### config.mk
export PLATFORM = sky130hd
export DESIGN_NAME = mem_master
export DESIGN_NICKNAME = d
export VERILOG_FILES = /design/src/rtl/mem_master_pkg.sv /design/src/rtl/mem_tmo_cnt.sv /design/src/rtl/mem_master.sv
export SDC_FILE = /design/constraint.sdc
export NUM_CORES = 1
export LEC_CHECK = 0
export ABC_AREA = 0
export BUFFER_PORTS_ARGS = -buffer_cell sky130_fd_sc_hd__buf_2
export CAP_MARGIN = 30
export CORE_ASPECT_RATIO = 1.4
export CORE_UTILIZATION = 48
export DETAILED_ROUTE_END_ITERATION = 7
export PLACE_DENSITY = 0.89
export SLEW_MARGIN = 20
export SYNTH_ARGS = -nofsm -noshare
export SYNTH_HDL_FRONTEND = slang
export SYNTH_SLANG_ARGS = --single-unit
### constraint.sdc
create_clock -name clk -period 2.4 [get_ports clk]
set_input_delay 0.24 -clock clk [delete_from_list [all_inputs] [get_ports clk]]
set_output_delay 0.24 -clock clk [all_outputs]
set_load 0.005 [all_outputs]
### src/rtl/mem_master_pkg.sv
// Shared definitions for the RAM initiator: FSM state encodings, fault codes
// and small address helpers.
package mem_master_pkg;

  // Access FSM states (2-bit encoding shared with older RAM-side tooling)
  localparam logic [1:0] MS_IDLE  = 2'd0;
  localparam logic [1:0] MS_ISSUE = 2'd1;
  localparam logic [1:0] MS_WAIT  = 2'd2;
  localparam logic [1:0] MS_RESP  = 2'd3;

  // Fault codes reported on fault_code
  localparam logic [1:0] FC_NONE  = 2'b00;
  localparam logic [1:0] FC_ALIGN = 2'b01;
  localparam logic [1:0] FC_EXC   = 2'b10;
  localparam logic [1:0] FC_TMO   = 2'b11;

  // Width of the WAIT-state cycle counter; covers TIMEOUT up to 255
  localparam int TMO_CNT_W = 8;

  // CPU address to RAM word address. Byte mode drops the two offset bits
  // without wrapping; the RAM performs its own range check.
  function automatic logic [31:0] word_addr(input logic [31:0] addr,
                                            input logic        byte_mode);
    return byte_mode ? {2'b00, addr[31:2]} : addr;
  endfunction

  // Only byte addresses can be misaligned
  function automatic logic misaligned(input logic [1:0] addr_lsb,
                                      input logic       byte_mode);
    return byte_mode && (addr_lsb != 2'b00);
  endfunction

endpackage

### src/rtl/mem_tmo_cnt.sv
// Clear/enable cycle counter with a terminal-count flag. Used to bound the
// number of cycles the initiator waits for a RAM response.
module mem_tmo_cnt
  import mem_master_pkg::*;
#(
  parameter logic [TMO_CNT_W-1:0] TERM = 8'd15
) (
  input  logic clk,
  input  logic rst_n,
  input  logic clr,
  input  logic en,
  output logic tc
);

  logic [TMO_CNT_W-1:0] count_reg;

  // Count enabled cycles; clear has priority so each wait starts from zero
  always_ff @(posedge clk or negedge rst_n) begin
    if (!rst_n) begin
      count_reg <= '0;
    end else if (clr) begin
      count_reg <= '0;
    end else if (en) begin
      count_reg <= count_reg + 1'b1;
    end
  end

  // Flag is valid in the cycle the counter holds the terminal value
  always_comb begin
    tc = (count_reg == TERM);
  end

endmodule

### src/rtl/mem_master.sv
// Initiator for the word-addressed RAM rdy/exc handshake. Accepts one CPU
// load/store at a time, strobes the RAM, waits for completion, exception or
// timeout, then reports done or fault for one cycle. All outputs registered.
module mem_master
  import mem_master_pkg::*;
#(
  parameter int DATA_W    = 32,
  parameter int TIMEOUT   = 16,
  parameter int BYTE_ADDR = 1
) (
  input  logic              clk,
  input  logic              rst_n,
  input  logic              cpu_req,
  input  logic              cpu_we,
  input  logic [31:0]       cpu_addr,
  input  logic [DATA_W-1:0] cpu_wdata,
  output logic              busy,
  output logic              done,
  output logic              fault,
  output logic [1:0]        fault_code,
  output logic [DATA_W-1:0] cpu_rdata,
  output logic [31:0]       r_addr,
  output logic [31:0]       w_addr,
  output logic [DATA_W-1:0] w_line,
  output logic              read,
  output logic              write,
  input  logic [DATA_W-1:0] r_line,
  input  logic              rrdy,
  input  logic              wrdy,
  input  logic              exc
);

  // Last WAIT cycle index before a timeout is declared
  localparam logic [TMO_CNT_W-1:0] TMO_TERM = TMO_CNT_W'(TIMEOUT - 1);
  localparam logic BYTE_MODE = (BYTE_ADDR != 0);

  logic [1:0]  state_reg;
  logic        we_reg;
  logic        tmo_tc;
  logic        req_misaligned;
  logic [31:0] req_word_addr;
  logic        rdy_seen;

  // Counter runs only while waiting; any other state holds it at zero
  mem_tmo_cnt #(
    .TERM (TMO_TERM)
  ) u_tmo_cnt (
    .clk   (clk),
    .rst_n (rst_n),
    .clr   (state_reg != MS_WAIT),
    .en    (state_reg == MS_WAIT),
    .tc    (tmo_tc)
  );

  // Decode the incoming request and the completion for the current direction
  always_comb begin
    req_word_addr  = word_addr(cpu_addr, BYTE_MODE);
    req_misaligned = misaligned(cpu_addr[1:0], BYTE_MODE);
    rdy_seen       = we_reg ? wrdy : rrdy;
  end

  // Access FSM; every CPU- and RAM-facing output is a register of this block
  always_ff @(posedge clk or negedge rst_n) begin
    if (!rst_n) begin
      state_reg  <= MS_IDLE;
      we_reg     <= 1'b0;
      busy       <= 1'b0;
      done       <= 1'b0;
      fault      <= 1'b0;
      fault_code <= FC_NONE;
      cpu_rdata  <= '0;
      r_addr     <= '0;
      w_addr     <= '0;
      w_line     <= '0;
      read       <= 1'b0;
      write      <= 1'b0;
    end else begin
      case (state_reg)
        MS_IDLE: begin
          // Late rdy/exc from an aborted access are simply not looked at here
          if (cpu_req) begin
            busy   <= 1'b1;
            we_reg <= cpu_we;
            if (req_misaligned) begin
              fault      <= 1'b1;
              fault_code <= FC_ALIGN;
              state_reg  <= MS_RESP;
            end else begin
              if (cpu_we) begin
                write  <= 1'b1;
                w_addr <= req_word_addr;
                w_line <= cpu_wdata;
              end else begin
                read   <= 1'b1;
                r_addr <= req_word_addr;
              end
              state_reg <= MS_ISSUE;
            end
          end
        end

        MS_ISSUE: begin
          // RAM handshake inputs still describe the previous access here
          state_reg <= MS_WAIT;
        end

        MS_WAIT: begin
          // Completion wins over a (possibly stale) exception level
          if (rdy_seen) begin
            read       <= 1'b0;
            write      <= 1'b0;
            done       <= 1'b1;
            fault_code <= FC_NONE;
            if (!we_reg) begin
              cpu_rdata <= r_line;
            end
            state_reg <= MS_RESP;
          end else if (exc) begin
            read       <= 1'b0;
            write      <= 1'b0;
            fault      <= 1'b1;
            fault_code <= FC_EXC;
            state_reg  <= MS_RESP;
          end else if (tmo_tc) begin
            read       <= 1'b0;
            write      <= 1'b0;
            fault      <= 1'b1;
            fault_code <= FC_TMO;
            state_reg  <= MS_RESP;
          end
        end

        MS_RESP: begin
          // done/fault live for exactly this cycle
          done      <= 1'b0;
          fault     <= 1'b0;
          busy      <= 1'b0;
          state_reg <= MS_IDLE;
        end

        default: begin
          state_reg <= MS_IDLE;
        end
      endcase
    end
  end

endmodule

Word level (Yosys, flattened, before mapping)
Cells that the tools add are included.
W data, S select, Z words.
{"block": "classes", "addsub": 1, "n_mul": 0, "div": 0, "order_cmp": 0, "eq_ne": 14, "shifts": 0, "mux": 35, "n_bitwise": 3, "reduce_logical": 18}
{"operator": "$mux W2", "count": 9}
{"operator": "$mux W1", "count": 17}
{"operator": "$mux W8", "count": 2}
{"operator": "$ne A2 B2 Y1 const B", "count": 8}
{"operator": "$reduce_and A5 Y1", "count": 3}
{"operator": "$reduce_and A4 Y1", "count": 3}
{"operator": "$reduce_bool A2 Y1", "count": 5}
{"operator": "$add A8 B1 Y8 const B", "count": 1}
{"operator": "$eq A8 B4 Y1 const B", "count": 1}
{"operator": "$pmux W1 S2", "count": 4}
{"operator": "$pmux W2 S4", "count": 1}
{"operator": "$reduce_and A2 Y1", "count": 4}
{"operator": "$eq A2 B2 Y1 const B", "count": 2}
{"operator": "$ne A4 B4 Y1 const B", "count": 1}
{"operator": "$pmux W2 S2", "count": 1}
{"operator": "$ne A3 B3 Y1 const B", "count": 1}
{"operator": "$not A1 Y1", "count": 3}
{"operator": "$pmux W1 S3", "count": 1}
{"operator": "$reduce_and A3 Y1", "count": 1}
{"operator": "$reduce_bool A3 Y1", "count": 1}
{"operator": "$eq A2 B1 Y1 const B", "count": 1}
{"operator": "$logic_not A2 Y1", "count": 1}
{"block": "word_totals", "regBits": 142, "latchBits": 0, "ram_bits": 0, "romBits": 0, "in_bits": 103, "out_inout_bits": 135, "wordCells": 84, "mem_count": 0}

Depth between registers and ports, before layout
{"block": "depth", "depth_word": 5, "mapped_depth": 7, "ltp_nobuf": 6}

Modules after synthesis
From an unflattened synthesis, not the netlist that was laid out.
{"block": "unflattened", "hier_cells": 367, "area_unflattened_um2": 5594.1}
{"module": "mem_master", "n_inst": 1, "cells_each": 328, "area_each_um2": 5200.0, "seq_area_each_um2": 3353.2}
{"module": "mem_tmo_cnt", "n_inst": 1, "cells_each": 39, "area_each_um2": 394.1, "seq_area_each_um2": 200.2}

Least setup slack after synthesis
No wires, ideal clock.
{"block": "synth_timing", "path_kind": "reg-to-reg", "startpoint": "reg state_reg[0]", "endpoint": "reg r_addr[0]", "setup_ns": 0.125, "arrival_ns": 1.666, "required_ns": 2.275, "setup_slack_ns": 0.609, "stages_incl_launch_ff": 7, "synth_period_minus_slack_ns": 1.791, "path_cell_list": "dfrtp_1 > inv_1 > ha_1 > and4bb_2 > nor2b_1 > buf_4 > mux2_2"}
{"block": "synth_via", "elab_chain_cells": 2}
{"item": "start, declared", "line_no": "mem_master.sv:37", "rtl": "logic [1:0] state_reg;"}
{"item": "start signal, assigned", "line_no": "mem_master.sv:65", "rtl": "state_reg <= MS_IDLE;"}
{"item": "start signal, assigned", "line_no": "mem_master.sv:87", "rtl": "state_reg <= MS_RESP;"}
{"item": "start signal, assigned", "line_no": "mem_master.sv:97", "rtl": "state_reg <= MS_ISSUE;"}
{"item": "$logic_not A2 Y1", "line_no": "mem_master.sv:78", "rtl": "case (state_reg)"}
{"item": "$reduce_and A4 Y1 (no source line)"}
{"item": "end signal, assigned", "line_no": "mem_master.sv:95", "rtl": "r_addr <= req_word_addr;"}
{"item": "end, declared", "line_no": "mem_master.sv:22", "rtl": "output logic [31:0] r_addr,"}
Every way passes these cells.
A chain may end at the register's enable or synchronous reset.

Final worst setup path
{"block": "layout_timing", "startpoint": "reg state_reg[0]", "endpoint": "reg r_addr[17]"}
Same word-level chain as after synthesis.

==> flow_metrics.py <==
metrics = {
    "status": {
        "status": "finished, final reports clean",
    },
    "pwr": {
        "clockPowerShare_pct": 28.4,
        "p_seq_share_pct": 41.8,
        "finalPower_mw": 9.389,
        "swShare_pct": 28.79,
        "power_density_nw_per_um2": 1244,
        "leakage_nw": 3.955,
        "power_frac_comb_pct": 29.8,
        "p_switching_mw": 2.703,
        "p_int_mw": 6.686,
        "ir_drop_v": 0.0006694,
    },
    "synthesis": {
        "synthCells": 363,
        "synth_area_um2": 5573,
        "synthArstFlopShare_pct": 100.0,
        "post_synth_num_cell_types": 38,
        "ys.flop_type": "dfrtp_1",
        "ys_ff_latch": 142,
        "synth-edff-count": 0,
        "ys_seq_area_share_pct": 63.76,
        "yosysWarnings": 0,
        "avgSynthCellArea_um2": 15.35,
    },
    "clock_network": {
        "cts_buffer_depth": 2,
        "path_clk_slew_ps": 60,
        "cts_tree": "yes",
        "cts_resized": 0,
        "htree_levels": 4,
        "numCtsBuffers": 17,
        "clock_latency_ps": 410,
        "clock-sinks": 142,
        "cts-root-buf": "clkbuf_16",
    },
    "route": {
        "ant_nets": 0,
        "drt_iter0_markers": 102,
        "wl_um": 12520,
        "viasPerCell": 5.127,
        "drc": 0,
        "dr.pass1.iters": 4,
        "wl_per_cell_um": 16.37,
        "dr_total_vias": 3922,
    },
    "global_route": {
        "gr-total-overflow": 0,
        "use_met3_pct": 6.455,
        "grt_busiest_layer": "met2",
        "antenna_found_initial": 0,
        "grtUsageMet1_pct": 21.22,
        "grt_max_degree": 74,
        "grt_pass1_vias": 4187,
        "use_met2_pct": 38.06,
        "grt_usage_pct": 20.95,
        "grt_pass1_wl_um": 19180,
    },
    "placement": {
        "port_buffers": 233,
        "routabilityCongestion": 0.8490,
        "hpwlAfterDp_um": 9084,
    },
    "timing": {
        "finalSetupViolations": 0,
        "fin_crit_ps": 1981,
        "worstMarginPinSlew_ps": 658.8,
        "final.setup.tns_ps": 0,
        "rsz0062_at_grt": "no",
        "slew_viol_final": 0,
        "clock.fmax_mhz": 504.9,
        "clock_skew_ps": 9.032,
        "slew_headroom_pct": 56.08,
        "hold_viol": 0,
        "min_period_over_period_pct": 82.52,
        "hold_slack_ps": 56.83,
    },
    "final_layout": {
        "nets": 715,
        "top_regs": "cpu_rdata x32, w_line x32",
        "final_core_util_pct": 66.56,
        "multi_input_area_um2": 1902,
        "drive_gt1_share_pct": 65.22,
        "antennaDiodeCount": 0,
        "area_growth_pct": 35.43,
        "seq_area_um2": 3553,
        "fillers": 812,
    },
    "setup_path": {
        "cp-end-kind": "flip-flop",
        "worst_ep_arrival_time_ps": 2270,
        "required_ps": 2690,
        "startpoint_type": "flip-flop",
        "crit_fanout": 22,
        "critPathKind": "flip-flop to flip-flop",
    },
    "floorplanning": {
        "dieArea_um2": 12050,
        "die_x_um": 93.07,
        "start_util_pct": 49.15,
        "fp-row-count": 46,
        "die_h_um": 129.5,
        "num_io_pins": 238,
        "core_area_um2": 11340,
    },
    "worst_hold_path": {
        "hold_class": "input pin to flip-flop",
    },
    "flow_run": {
        "cap_violations": 0,
    },
}
[what timing repair did]
action / 4_1_cts / 5_1_grt
setup buffers: 0 / 0
hold buffers: 1 / 0
hold endpoints to repair: 71 / 0
[cells in the final DEF, fill, tap and decap left out, drive strengths merged, types with 2 or more instances in the layout]
cell type	synthesis	routed
conb	1	4
and2	2	2
clkinv	0	5
clkbuf	1	19
xor2	4	4
inv	9	11
a21oi	5	5
mux2	126	126
a221oi	2	2
nand2	10	10
nor2b	2	2
clkinvlp	0	3
and3	2	2
dfrtp	142	142
bufinv	0	3
buf	17	240
xnor2	2	2
ha	4	4
mux2i	3	3
nor2	10	10
o21ai	3	3
nand3	2	2
[layer usage]
layer  up-vias  part of all wire, %
met4         0                  2.9
met2       204                   54
met1      1940                   36
met3        28                  6.8
met5         -                    0
li1       1750                    -
[worst paths after layout]
check | from | to | slack, ps | cells past startpoint
min | r_line[9] | cpu_rdata[9]$_DFFE_PN0P_ | 60 | 2
max | state_reg[0]$_DFFE_PN0P_ | r_addr[17]$_DFFE_PN0P_ | 420 | 6
min in group asynchronous | rst_n | cpu_rdata[1]$_DFFE_PN0P_ | 410 | 2
max reg2reg | state_reg[0]$_DFFE_PN0P_ | r_addr[17]$_DFFE_PN0P_ | 420 | 6
min reg2reg | u_tmo_cnt.count_reg[0]$_DFF_PN0_ | u_tmo_cnt.count_reg[0]$_DFF_PN0_ | 450 | 1
max in group asynchronous | rst_n | w_addr[11]$_DFFE_PN0P_ | 1270 | 3
[cell families after synthesis]
kind of cell | after synthesis | share of synthesized area (%)
muxes | 129 | 26.00
xor gates and xnor gates | 6 | 0.9430
DFF | 142 | 63.76
other | 1 | 0.06729
buffers and inverters | 27 | 2.492
and+or+nand+nor | 32 | 2.897
adders and majority gates | 4 | 0.8981
AOI/OAI and AO/OA | 22 | 2.941
[power groups by stage]
stage | Sequential (mW) | Combinational, mW | Clock (mW)
finish | 3.92 | 2.80 | 2.67
global route | 4.04 | 3.08 | 2.79
CTS | 3.93 | 2.83 | 2.71
detailed placement | 3.95 | 2.80 | 0
global placement | 3.87 | 2.68 | 0
floorplan | 3.98 | 1.33 | 0
[synth_stat cells, types with 2 or more instances]
cell type	instances	share of area, %
dfrtp_1	142	64
mux2_2	126	25
nand2_1	10	0.67
nor2_1	10	0.67
buf_2	9	0.81
inv_1	9	0.61
buf_4	7	0.94
a21oi_1	5	0.45
ha_1	4	0.90
xor2_1	4	0.63
mux2i_1	3	0.54
o21ai_0	3	0.27
a221oi_1	2	0.31
and2_1	2	0.22
nand3_1	2	0.18
nor2b_1	2	0.22
xnor2_1	2	0.31
[through the flow]
step	instance area [um2]	instances	worst slack, ps
5_1_grt	7547	765	293.5
3_5_place_dp	6932	732	412.7
4_1_cts	7547	765	388.8
3_3_place_gp	6932	732	489.9
2_1_floorplan	5584	366	609.2
6_report	7547	765	419.5
[cell type report]
| class | count | area share [%] |
|---|---|---|
| inverters | 9 | 0.4476 |
| clock inverters | 13 | 2.155 |
| repair buffers | 241 | 16.86 |
| flip-flops and latches | 142 | 47.08 |
| well taps | 144 | 2.387 |
| clock buffers | 19 | 5.869 |
| multi-input cells | 197 | 25.20 |
[worst max-delay path, stage by stage, from the launching register on]
cell      delay (ps)
dfrtp_1          390
inv_1             90
ha_1             170
and4bb_2         280
nor2b_4          340
buf_12           220
mux2_2           360
Note: power is estimated with default switching activity, not from simulation.
